===== config.mk =====
export PLATFORM = sky130hd
export DESIGN_NAME = dcache_controller
export DESIGN_NICKNAME = d
export VERILOG_FILES = /design/src/rtl/dcache_controller.sv
export SDC_FILE = /design/constraint.sdc
export NUM_CORES = 2
export LEC_CHECK = 0
export CORE_AREA = 2 2 590 592
export CTS_CLUSTER_SIZE = 25
export DETAILED_ROUTE_END_ITERATION = 10
export DIE_AREA = 0 0 592 594
export HOLD_SLACK_MARGIN = 0.02
export PLACE_DENSITY_LB_ADDON = 0.25
export SYNTH_ARGS = -nofsm -noshare
export SYNTH_HDL_FRONTEND = slang
export SYNTH_SLANG_ARGS = --single-unit

===== constraint.sdc =====
create_clock -name clk_i -period 6.93 [get_ports clk_i]
set_input_delay 1.386 -clock clk_i [delete_from_list [all_inputs] [get_ports clk_i]]
set_output_delay 1.386 -clock clk_i [all_outputs]
set_load 0.05 [all_outputs]

===== src/rtl/dcache_controller.sv =====
// dcache_controller: 2-way, 16-set, 32-byte-line write-back cache sequencer
// with per-set LRU, store merging, and memory write-back/refill handshakes.
module dcache_controller (
  input  logic         clk_i,
  input  logic         rst_i,
  input  logic         cpu_req_i,
  input  logic         cpu_write_i,
  input  logic [31:0]  cpu_addr_i,
  input  logic [31:0]  cpu_data_i,
  output logic [31:0]  cpu_data_o,
  output logic         cpu_stall_o,
  output logic [3:0]   sram_addr_o,
  output logic         sram_way_o,
  output logic         sram_enable_o,
  output logic         sram_write_o,
  output logic [24:0]  sram_tag_o,
  output logic [255:0] sram_data_o,
  input  logic [24:0]  sram_tag0_i,
  input  logic [24:0]  sram_tag1_i,
  input  logic [255:0] sram_data0_i,
  input  logic [255:0] sram_data1_i,
  output logic         mem_enable_o,
  output logic         mem_write_o,
  output logic [31:0]  mem_addr_o,
  output logic [255:0] mem_data_o,
  input  logic [255:0] mem_data_i,
  input  logic         mem_ack_i
);
  typedef enum logic [1:0] {IDLE, WRITEBACK, ALLOCATE, REFILL} state_t;
  state_t state;
  logic [15:0] lru;
  logic victim;
  logic [31:5] req_line;
  logic [255:0] refill_buf, hit_line, vic_line, merged;
  logic [24:0] vic_tag;
  logic [3:0] idx;
  logic [7:0] bit_off;
  logic idle, refill, wb, alloc, hit0, hit1, hit, hit_way, wr_hit, vsel, unused_ok;
  assign idle = state == IDLE;
  assign refill = state == REFILL;
  assign wb = state == WRITEBACK;
  assign alloc = state == ALLOCATE;
  assign idx = cpu_addr_i[8:5];
  assign bit_off = {cpu_addr_i[4:2], 5'd0};
  assign unused_ok = ^cpu_addr_i[1:0];
  assign hit0 = sram_tag0_i[24] & (sram_tag0_i[22:0] == cpu_addr_i[31:9]);
  assign hit1 = sram_tag1_i[24] & (sram_tag1_i[22:0] == cpu_addr_i[31:9]);
  assign hit = idle & cpu_req_i & (hit0 | hit1);
  assign hit_way = ~hit0;
  assign wr_hit = hit & cpu_write_i;
  assign hit_line = hit_way ? sram_data1_i : sram_data0_i;
  // In IDLE the victim is the candidate for a miss; afterwards it is the latched one.
  assign vsel = idle ? lru[idx] : victim;
  assign vic_tag = vsel ? sram_tag1_i : sram_tag0_i;
  assign vic_line = vsel ? sram_data1_i : sram_data0_i;
  always_comb begin
    merged = hit_line;
    merged[bit_off +: 32] = cpu_data_i;
  end
  assign cpu_data_o = hit ? hit_line[bit_off +: 32] : 32'd0;
  assign cpu_stall_o = ~idle | (cpu_req_i & ~hit);
  assign sram_addr_o = idle ? (cpu_req_i ? idx : 4'd0) : req_line[8:5];
  assign sram_enable_o = ~idle | cpu_req_i;
  assign sram_write_o = wr_hit | refill;
  assign sram_way_o = refill ? victim : wr_hit & hit_way;
  assign sram_tag_o = refill ? {2'b10, req_line[31:9]} : wr_hit ? {2'b11, cpu_addr_i[31:9]} : 25'd0;
  assign sram_data_o = refill ? refill_buf : wr_hit ? merged : 256'd0;
  assign mem_enable_o = wb | alloc;
  assign mem_write_o = wb;
  assign mem_addr_o = wb ? {vic_tag[22:0], req_line[8:5], 5'd0} : alloc ? {req_line, 5'd0} : 32'd0;
  assign mem_data_o = wb ? vic_line : 256'd0;
  always_ff @(posedge clk_i) begin
    if (rst_i) begin
      state <= IDLE;
      lru <= '0;
      victim <= 1'b0;
      req_line <= '0;
      refill_buf <= '0;
    end else begin
      case (state)
        IDLE: begin
          if (hit) begin
            lru[idx] <= ~hit_way;
          end else if (cpu_req_i) begin
            victim <= vsel;
            req_line <= cpu_addr_i[31:5];
            state <= (vic_tag[24] & vic_tag[23]) ? WRITEBACK : ALLOCATE;
          end
        end
        WRITEBACK: if (mem_ack_i) state <= ALLOCATE;
        ALLOCATE: begin
          if (mem_ack_i) begin
            refill_buf <= mem_data_i;
            state <= REFILL;
          end
        end
        default: state <= IDLE;
      endcase
    end
  end
endmodule


---- Yosys cells after proc, flatten, opt, wreduce, memory -nomap -nowiden ----
Cells that the tools add are included.
storage, ports and cells
  register bits after elaboration ......... 302
  input port bits ......................... 887
  output and inout bits ................... 611
  logic and storage cells ................. 69
operators by class
  add/sub/neg operators ................... 1
  order comparisons ....................... 2
  equality and inequality tests ........... 9
  shift-type cells ........................ 3
  multiplexer cells ....................... 27
  bitwise logic cells ..................... 16
  reduce and logical (&&, ||, !) cells .... 6
operators by type and width
  operator                                                                              count
  256-bit two-way mux                                                                   5
  256-bit bitwise mux                                                                   1
  32-bit by 10-bit variable shift with 256-bit output (first input constant)            1
  256-bit by 9-bit indexed part select with 32-bit output                               1
  32-bit by 10-bit indexed part select with 256-bit output                              1
  32-bit two-way mux                                                                    3
  25-bit two-way mux                                                                    3
  23-bit equality test                                                                  2
  16-bit bitwise mux                                                                    1
  2-bit two-way mux                                                                     5
  8-bit negator with 10-bit output                                                      1
  1-bit AND                                                                             8
  4-bit two-way mux                                                                     2
  2-bit != test (second input constant)                                                 4
  2-bit case mux with 3 select lines                                                    1
  4-bit by 5-bit less-than comparator with 1-bit output (second input constant)         1
  1-bit OR                                                                              5
  1-bit binary-select mux with 4-bit select                                             1
  1-bit demux with 4-bit select                                                         1
  2-bit equality test (second input constant)                                           2
  4-bit by 1-bit greater-or-equal comparator with 1-bit output (second input constant)  1
  1-bit two-way mux                                                                     4
  2-bit AND reduction                                                                   2
  4-bit AND reduction                                                                   1
  5 further kinds                                                                       7

---- Depth between registers and ports, before layout ----
  depth in word-level cells ............... 9
  depth in mapped cells ................... 14

---- Worst setup path before layout ----
Ideal clock, no wire load.
  kind .................................... input -> output
  start ................................... input cpu_addr_i[2]
  end ..................................... output sram_data_o[0]
  data arrival time ....................... 4.718 ns
  required time ........................... 5.544 ns
  slack ................................... 0.826 ns
  stages on the path ...................... 13
  path buffers ............................ 6
  cell sequence ........................... clkbuf_1 > inv_1 > clkbuf_1 > clkbuf_1 > ha_1 > ha_1 > clkbuf_1 > nor2_1 > nand3_1 > clkbuf_1 > buf_1 > o21ai_0 > o21ai_0
on the way
  cells in the longest elaborated chain, start to end .. 5
  elaborated cells on any way between the ends .. 6
  classes of those cells .................. add/sub: 1; shift: 2; mux: 3
RTL lines
  element                                                                                                                                 RTL line  text
  from (decl)                                                                                                                             8         input logic [31:0] cpu_addr_i,
  8-bit negator with 10-bit output *                                                                                                      58        merged[bit_off +: 32] = cpu_data_i;
  32-bit by 10-bit indexed part select with 256-bit output / 32-bit by 10-bit variable shift with 256-bit output (equally long branches)  58
  256-bit bitwise mux *                                                                                                                   58
  256-bit two-way mux * (2 in a row)                                                                                                      67        assign sram_data_o = refill ? refill_buf : wr_hit ? merged : 256'd0;
  to (decl)                                                                                                                               17        output logic [255:0] sram_data_o,
Mark *: on every way between the ends. The rest lies on a longest branch, timed or not.

---- Worst setup path in the final report ----
  start ................................... input cpu_addr_i[15]
  end ..................................... output cpu_data_o[22]
on the way
  cells in the longest elaborated chain, start to end .. 5
  elaborated cells on any way between the ends .. 9
  classes of those cells .................. eq/ne: 2; shift: 1; mux: 2; bitwise: 4
RTL lines
  element                                                                                      RTL line  text
  23-bit equality test, on equally long branches                                               46, 47
  1-bit AND, on equally long branches                                                          46, 47
  256-bit two-way mux / 1-bit OR (equally long branches)                                       51, 48
  256-bit by 9-bit indexed part select with 32-bit output / 1-bit AND (equally long branches)  60, 48
  32-bit two-way mux *                                                                         60        assign cpu_data_o = hit ? hit_line[bit_off +: 32] : 32'd0;
  to (decl)                                                                                    10        output logic [31:0] cpu_data_o,
Marked as above.

==> flow_metrics.tcl <==
set metrics [dict create \
    vias_per_cell 3.93 \
    status "finished clean" \
    hp-class "register to register" \
    synth_top_area_share 0.227 \
    setup-tns-final_ns 0 \
    synth_edf_count 0 \
    grt_pass1_vias 41100 \
    die_y_um 594 \
    period_share 0.990 \
    grt_max_degree 141 \
    cp.required_ns 5.54 \
    clock_path_buffers 3 \
    path_max_fanout 23 \
    crit_family "buffers and inverters" \
    cts_tree "built" \
    synth.area.mux_share 0.0899 \
    synthAdderAreaFrac 0.00469 \
    worst-setup-path-type "primary input to output pin" \
    synth_cells 4086 \
    drv_slew 0 \
    crit_path_end_kind "output pin" \
    fp-row-count 216 \
    fin_ws_ns 0.0708 \
    cts-resized-gates 8 \
    tightestPinTransition_ns 1.32 \
    netlist_area_um2 26700 \
    dr.pass1.iters 5 \
    path_buf_inv 6 \
    ant_nets 0 \
    reg2reg_slack_ns 3.78 \
    clkSlewWorstSetupHoldPaths_ns 0.06 \
    finalCriticalPeriod_ns 6.86 \
    start_util 0.0772 \
    dp_cells 10400 \
    yosys_most_used_dff "dfxtp_1" \
    synth_warnings 0 \
    antenna_found_initial 390 \
    gp_congestion 0.920 \
    synth_seq_area_share 0.227 \
    clock_skew_ns 0.0526 \
    ctsHoldBuffers 0 \
    hold_viol_final 0 \
    layout.nets 6806 \
    syn_avg_cell_area_um2 6.52 \
    cts-root-buf "clkbuf_16" \
    ys_types 49 \
    clk_latency_ns 0.73 \
    post_cts_buffers 0 \
    fin_hold_ws_ns 0.456 \
    die_w_um 592 \
    die_area_um2 352000 \
    synth_commonest_cells "nand2_1 (1339), a21oi_1 (600), clkbuf_1 (337), dfxtp_1 (302), a22o_1 (239)" \
    grt.overflow.total 0 \
    max_freq_mhz 146 \
    power.leakage_uw 0.0234 \
    fillers 38900 \
    worstPathCellList "clkdlybuf4s50_1 -> xor2_1 -> nor4_2 -> buf_4 -> and2_1 -> nand3_4 -> buf_4 -> buf_4 -> mux2i_1 -> buf_4 -> o21ai_0 -> a22o_1 -> buf_12" \
    routed_wl_mm 444 \
    ioPinCount 1498 \
    final_cell_area_um2 59800 \
    max-cap-violations 0 \
    drc_errors 0 \
    crit_path_top_delay_cell "o21ai_0" \
    crit_arrival_ns 5.47 \
    cts_buffers 48 \
    vdd_drop_max_v 0.000224 \
    synth-async-reset-ratio 0 \
    r2r-start "state[0]$_SDFFE_PP0P_" \
    placed_area_um2 57700 \
    powerDensity_nw_per_um2 220 \
    dp_hpwl_mm 387 \
    cp-startpoint "cpu_addr_i[15]" \
    core_um2 345000 \
    grt_pass1_wl_mm 534 \
    yosys.area.top_type "dfxtp_1" \
    layout.cells.non_filler 10700 \
    multiInputGateArea_um2 19200 \
    synth_top_family_by_area "compound AO/OA/AOI/OAI gates" \
    drt_iter0_drc 3551 \
    clock_sinks 302 \
    vias 41900 \
    area_growth_pct 124 \
    cpPeakStageDelay_ns 0.73 \
    synth_compound_area_frac 0.366 \
    crit_path_frequent_cell "buf_4" \
    synth_seq_cells 302 \
    post_drt_wl_per_cell_um 41.6 \
    port_buffers 1490 \
    synthSimpleGateAreaFrac 0.228 \
    finalSetupViolCount 0 \
    synth_most_common_cell "nand2_1" \
    holdCritStartpoint "refill_buf[36]$_SDFFE_PP0P_" \
    cts-htree-levels 2 \
    ys_top_cells_by_area "dfxtp_1 (23%), nand2_1 (19%), a21oi_1 (11%)" \
    pre_cts_slack_ns -0.453 \
    maxSlewHeadroom 0.118 \
    drive_above_1_share 0.244 \
    synth_xor_xnor_area_share 0.0141 \
    grtUsageTotal 0.243 \
    cp-start-kind "primary input" \
    register_area_um2 6050 \
]
==> where the power goes <==
part           switching, uW  leakage, uW  internal (uW)
combinational           5210       0.0201           3050
clock                   1160     0.000807           1570
sequential               170      0.00245           1960
total                   6530       0.0234           6590
==> per-layer routing <==
layer | GRT usage | wire [um] | vias to the layer above
met1 | 0.264 | 163000 | 20200
met2 | 0.391 | 199000 | 2389
met4 | 0.122 | 26600 | 260
met5 | 0 | 1720 | -
met3 | 0.118 | 53400 | 720
li1 | - | - | 18200
==> worst paths after layout <==
check | to | depth (start not counted)
min | refill_buf[36]$_SDFFE_PP0P_ | 2
min reg2reg | refill_buf[36]$_SDFFE_PP0P_ | 2
max | cpu_data_o[22] | 13
max reg2reg | refill_buf[205]$_SDFFE_PP0P_ | 7
==> worst register-to-register path, delay by kind of cell, from the launching register on <==
family          cells  cell delay (ns)
flops               1             0.39
buf+inv             3             1.12
compound gates      1             0.20
fa+ha+maj           1             0.21
simple gates        2             1.14
==> placed cells by master (no fill, tap or decap), types with 7 or more instances in the layout <==
cell / count
o21ai_0: 201
dfxtp_1: 302
clkbuf_1: 9
clkbuf_16: 48
clkdlybuf4s50_1: 892
diode_2: 142
nand3_1: 57
a221oi_1: 106
nor4_1: 8
a21boi_1: 59
clkinv_2: 7
nor2b_4: 31
nand2_1: 1335
xor2_1: 42
nor2_1: 55
a22oi_1: 16
a31oi_1: 63
buf_4: 653
a22o_1: 239
a21boi_0: 197
clkbuf_8: 7
mux2i_1: 227
a21oi_1: 600
buf_12: 642
o211ai_1: 23
inv_1: 11
==> stage by stage <==
step           utilization  power [uW]
3_5_place_dp         0.167       10500
5_1_grt              0.172       13600
3_3_place_gp         0.167       10500
6_report             0.173       13100
2_1_floorplan            -        5620
4_1_cts              0.172       13300
==> sequential cells by signal (all words and copies together) (netlist names) <==
| signal | count |
|---|---|
| state | 2 |
| lru | 16 |
| req_line | 27 |
| victim | 1 |
| refill_buf | 256 |
==> cells by family (layout without fill, tap and decap cells) <==
| logic type | Yosys count | in the layout |
|---|---|---|
| AO/OA/AOI/OAI | 1518 | 1518 |
| XOR/XNOR | 43 | 43 |
| adder cells (fa/ha/maj) | 10 | 10 |
| buffers and inverters | 435 | 2287 |
| flip-flops | 302 | 302 |
| multiplexers | 234 | 234 |
| other | 1 | 147 |
| AND/OR/NAND/NOR | 1543 | 1543 |
==> layout make-up <==
cell class                      instances  share of cell area
Clock buffer                           64              0.0223
Clock inverter                         19             0.00521
Tap cell                             4578              0.0958
Sequential cell                       302               0.101
Timing Repair Buffer                 2189               0.447
Antenna cell                          142             0.00594
Multi-Input combinational cell       3353               0.322
Inverter                               15             0.00117
Power figures use the tool's default switching activity.
